$ cat config.mk
export PLATFORM = sky130hd
export DESIGN_NAME = serial_demux_flat
export DESIGN_NICKNAME = d
export VERILOG_FILES = /design/src/rtl/serial_demux_if.sv /design/src/rtl/serial_demux.sv /design/src/flat_wrapper.sv
export SDC_FILE = /design/constraint.sdc
export NUM_CORES = 1
export LEC_CHECK = 0
export BUFFER_PORTS_ARGS = -buffer_cell sky130_fd_sc_hd__buf_2
export CORE_MARGIN = 1
export CORE_UTILIZATION = 30
export DETAILED_ROUTE_END_ITERATION = 7
export SLEW_MARGIN = 30
export SYNTH_ARGS = -nofsm -noshare
export SYNTH_HDL_FRONTEND = slang
export SYNTH_SLANG_ARGS = --single-unit
$ cat constraint.sdc
create_clock -name clk -period 4.3 [get_ports clk]
set_input_delay 0.86 -clock clk [delete_from_list [all_inputs] [get_ports clk]]
set_output_delay 0.86 -clock clk [all_outputs]
set_load 0.1 [all_outputs]
$ cat src/rtl/serial_demux_if.sv
// Serial-in / word-out bundle for serial_demux: bit stream with resync in,
// completed word out with valid/ready and a drop indicator.
interface serial_demux_if #(
  parameter int NUM_LEVELS = 5,
  parameter int WIDTH      = 2**(NUM_LEVELS-1)
);
  logic                  in;
  logic                  in_valid;
  logic                  align;
  logic [NUM_LEVELS-2:0] sel;
  logic [WIDTH-1:0]      out;
  logic                  out_valid;
  logic                  out_ready;
  logic                  overrun;

  modport master (
    output in, in_valid, align, out_ready,
    input  sel, out, out_valid, overrun
  );

  modport slave (
    input  in, in_valid, align, out_ready,
    output sel, out, out_valid, overrun
  );
endinterface

$ cat src/rtl/serial_demux.sv
// Serial-to-parallel demux: LSB-first bit capture into an accumulator indexed
// like the tree Mux sel, with a valid/ready holding register for finished words.
module serial_demux #(
  parameter int NUM_LEVELS = 5,
  parameter int WIDTH      = 2**(NUM_LEVELS-1)
) (
  input logic           clk,
  input logic           rst,
  serial_demux_if.slave bus
);
  localparam int SW = NUM_LEVELS-1;

  logic [SW-1:0]    sel_q, idx;
  logic [WIDTH-1:0] acc, out_q, word;
  logic             out_valid_q, overrun_q;
  logic             complete, take;

  // align redirects the current bit to index 0 and never finishes a word
  assign idx      = bus.align ? '0 : sel_q;
  assign complete = bus.in_valid && !bus.align && (sel_q == SW'(WIDTH-1));
  assign take     = complete && (!out_valid_q || bus.out_ready);
  assign word     = {bus.in, acc[WIDTH-2:0]};

  always_ff @(posedge clk) begin
    if (rst) begin
      acc <= '0;
    end else begin
      for (int i = 0; i < WIDTH; i++)
        if (bus.in_valid && idx == SW'(i)) acc[i] <= bus.in;
    end
  end

  always_ff @(posedge clk) begin
    if (rst) begin
      sel_q       <= '0;
      out_q       <= '0;
      out_valid_q <= 1'b0;
      overrun_q   <= 1'b0;
    end else begin
      overrun_q <= complete && !take;
      if (bus.in_valid)   sel_q <= idx + SW'(1);
      else if (bus.align) sel_q <= '0;
      // a reload on completion wins over a plain consume
      if (take) begin
        out_q       <= word;
        out_valid_q <= 1'b1;
      end else if (out_valid_q && bus.out_ready) begin
        out_valid_q <= 1'b0;
      end
    end
  end

  assign bus.sel       = sel_q;
  assign bus.out       = out_q;
  assign bus.out_valid = out_valid_q;
  assign bus.overrun   = overrun_q;
endmodule

$ cat src/flat_wrapper.sv
// flat-port wrapper written by rule: the top's interface ports become plain ports
module serial_demux_flat 
#(
  parameter int NUM_LEVELS = 5,
  parameter int WIDTH      = 2**(NUM_LEVELS-1)
)
  (clk, rst, bus_in, bus_in_valid, bus_align, bus_out_ready, bus_sel, bus_out, bus_out_valid, bus_overrun);
  serial_demux_if #(.NUM_LEVELS(NUM_LEVELS), .WIDTH(WIDTH)) bus_i ();
  input logic clk;
  input logic rst;
  input wire logic [$bits(bus_i.in)-1:0] bus_in;
  input wire logic [$bits(bus_i.in_valid)-1:0] bus_in_valid;
  input wire logic [$bits(bus_i.align)-1:0] bus_align;
  input wire logic [$bits(bus_i.out_ready)-1:0] bus_out_ready;
  output wire logic [$bits(bus_i.sel)-1:0] bus_sel;
  output wire logic [$bits(bus_i.out)-1:0] bus_out;
  output wire logic [$bits(bus_i.out_valid)-1:0] bus_out_valid;
  output wire logic [$bits(bus_i.overrun)-1:0] bus_overrun;
  assign bus_i.in = bus_in;
  assign bus_i.in_valid = bus_in_valid;
  assign bus_i.align = bus_align;
  assign bus_i.out_ready = bus_out_ready;
  assign bus_sel = bus_i.sel;
  assign bus_out = bus_i.out;
  assign bus_out_valid = bus_i.out_valid;
  assign bus_overrun = bus_i.overrun;
  serial_demux #(.NUM_LEVELS(NUM_LEVELS), .WIDTH(WIDTH)) u_core (.clk(clk), .rst(rst), .bus(bus_i));
endmodule
==> Flow_metrics.wiki <==
{| class="wikitable"
! Metric !! Value
|-
| Layout cell share with drive strength beyond 1 || 0.204
|-
| Placeable core region || 0.00524 sq mm
|-
| Startpoint types || register
|-
| Clock tree from TritonCTS || yes
|-
| Post-CTS clock slew at the launch and capture registers of the worst setup and hold paths || 0.07 ns
|-
| Drt initial violations || 84
|-
| Buffers inserted by post-CTS timing repair || 0
|-
| Arrival time of data at the critical path endpoint || 1.30 ns
|-
| Power Total || 0.000623 W
|-
| Number of flip-flops and latches in the synthesized netlist || 37
|-
| CTS Root Buffer Type || clkbuf_8
|-
| Max Clk Rate || 463 MHz
|-
| Vias in the first global route || 1,087
|-
| Initial antenna violation count || 0
|-
| Setup clock skew after layout || 0.00384 ns
|-
| Area of the mapped netlist || 0.00166 sq mm
|-
| Max Slew Vio Count || 0
|-
| Worst relative slew slack || 0.566
|-
| Detail Route Antenna Nets || 0
|-
| Number of gates resized after CTS || 0
|-
| Max stage delay cell, worst path || dfxtp_1
|-
| Accumulated negative setup slack || 0 ns
|-
| Synth Net Count || 179
|-
| Highest cell delay on the worst timing path || 0.52 ns
|-
| Number of clock buffers inserted by TritonCTS || 5
|-
| DIE HEIGHT || 76.5 um
|-
| Residual DRC count || 0
|-
| Power density normalized to cell area || 332 mW/mm^2
|-
| Clock Tree Buf Depth || 2
|-
| Status || finished clean
|-
| Placement Rows || 26
|-
| Hold buffer count at cts || 0
|-
| Met3 routing resource usage after global routing || 0.0383
|-
| Insertion delay to the later sink of the worst-skew pair || 0.29 ns
|-
| Initial core utilization || 0.317
|-
| Minimum clock period || 2.16 ns
|-
| WP buf/inv || 1
|-
| Routed wirelength normalized by instance count || 12.4 um
|-
| ANT cells || 0
|-
| Top-level I/O count || 28
|-
| Via-to-Cell Ratio || 4.69
|-
| HP Start || u_core.bus.out[12]
|-
| Total number of clock tree sinks || 37
|-
| Area growth from synthesis to final layout || 12.8%
|-
| Number of warning messages in the yosys log || 0
|-
| Element type at the critical path end || primary output
|-
| Number of distinct library cells after synthesis || 28
|-
| CP Data Required Time || 3.44 ns
|-
| Maximum number of pins on one net before global-route repair || 49
|-
| Post-Route Utilization || 0.358
|-
| CP startpoint || u_core.bus.sel[2]
|-
| Global-route wire length before repair || 5.45 mm
|-
| Die Span X || 76.5 um
|-
| Crit path cell chain || buf_2
|-
| H-tree lvl count || 2
|-
| HPWL Detailed || 2.16 mm
|-
| Most common cell after layout, fill and taps aside || dfxtp_1
|-
| Post-synthesis cell count || 173
|-
| Share of the cycle needed by the critical path after routing || 0.502
|-
| Classification of the worst setup path || register to primary output
|-
| Port Buf Inserts || 27
|-
| Final setup violation count || 0
|-
| Commonest non-fill, non-tap cells in the layout || dfxtp_1, nand2b_1, buf_2
|-
| Path type of the worst min-delay path || register to register
|-
| Highest net fanout along the worst path || 11
|-
| Overflow left after global routing || 0
|-
| Dominant delay contributor by cell family on the critical path || flip-flops
|-
| Area of the die || 0.00584 sq mm
|-
| NumNets Final || 197
|-
| First-pass iteration count of the detailed router || 4
|-
| Global placer's final weighted congestion || 0.813
|-
| Cell leakage power || 0.714 nW
|-
| GRT busiest layer || met2
|-
| Met2 Track Usage GR || 0.170
|-
| Grt met1 use || 0.160
|-
| VDD IR max || 0.155 mV
|-
| Max Cap Violations || 0
|-
| Total wire length after detailed routing || 3.23 mm
|-
| Global-route usage over all layers || 0.119
|-
| Setup repair after global routing missed its margin || false
|-
| Fraction of the yosys area taken by sequential cells || 0.445
|-
| Reg-to-Reg Start || u_core.bus.sel[0]
|-
| Slew @ Worst Pin || 0.651 ns
|-
| Via count || 1,224
|-
| Average cell area after synthesis || 9.61 sq um
|-
| Number of hold-slack violations in the final timing report || 0
|}
cell usage after synthesis, drive strengths merged:
cell | n | area share
o21ai | 10 | 0.030
nand2 | 2 | 0.0045
xor2 | 2 | 0.011
nor2b | 1 | 0.0038
mux2i | 21 | 0.13
and3 | 2 | 0.011
nor3 | 4 | 0.012
nand4bb | 2 | 0.014
or3b | 2 | 0.011
clkbuf | 6 | 0.014
nand3 | 16 | 0.048
nor3b | 2 | 0.0090
o21ba | 1 | 0.0060
nor2 | 1 | 0.0023
a21oi | 11 | 0.033
buf | 10 | 0.044
nand4 | 1 | 0.0038
o21bai | 2 | 0.0090
or3 | 1 | 0.0038
dfxtp | 37 | 0.45
and3b | 1 | 0.0053
xnor2 | 2 | 0.011
and4bb | 2 | 0.015
nand2b | 33 | 0.12
nand3b | 1 | 0.0045
final cells by class:
class / instances / area (sq um)
Fill cell: 543 / 3360
Tap cell: 70 / 87.6
Timing Repair Buffer: 27 / 135
Clock buffer: 7 / 86.3
Multi-Input combinational cell: 120 / 826
Sequential cell: 37 / 741
worst paths after layout:
path	slack [ns]	to	cells past startpoint
worst max-delay path	2.14	bus_sel[2]	1
worst max register to register	2.75	u_core.bus.out[14]	3
worst min register to register	0.47	u_core.bus.out[12]	2
worst min-delay path	0.47	u_core.bus.out[12]	2
layer usage:
| layer | wire, um | share of wire |
|---|---|---|
| met5 | 0 | 0 |
| met4 | 59 | 0.018 |
| met3 | 147 | 0.046 |
| met2 | 1390 | 0.43 |
| met1 | 1630 | 0.51 |
power breakdown:
group          switching [W]  internal [W]
sequential        0.00000298      0.000345
combinational      0.0000225     0.0000120
clock               0.000114      0.000127
total               0.000139      0.000484
flip-flops by register name, indices dropped and copies added, names as in the netlist:
name                  flops
u_core.bus.overrun        1
u_core.acc               15
u_core.bus.out_valid      1
u_core.bus.out           16
u_core.bus.sel            4
kinds of logic (layout without fill, tap and decap cells):
group                  count (synthesis)  in the layout  synth area share
multiplexers                          21             21             0.126
XOR/XNOR                               4              4            0.0211
AO/OA/AOI/OAI                         24             24            0.0783
buffers and inverters                 16             34            0.0579
AND/OR/NAND/NOR                       71             71             0.271
flip-flops                            37             37             0.445
worst register-to-register path, cell delays in order (launching register included):
cell and delay [ns]:
dfxtp_1 0.51, and3_1 0.35, and3_4 0.40, mux2i_1 0.22
stage by stage:
step / worst slack [ns] / instances / hold WS [ns] / area (sq um)
floorplan: 2.11 / 173 / 0.448 / 1660
global placement: 2.27 / 254 / 0.462 / 1790
detailed placement: 2.20 / 254 / 0.460 / 1790
CTS: 2.14 / 261 / 0.473 / 1880
global route: 2.07 / 261 / 0.494 / 1880
finish: 2.14 / 261 / 0.469 / 1880
Note: power is estimated with default switching activity, not from simulation.
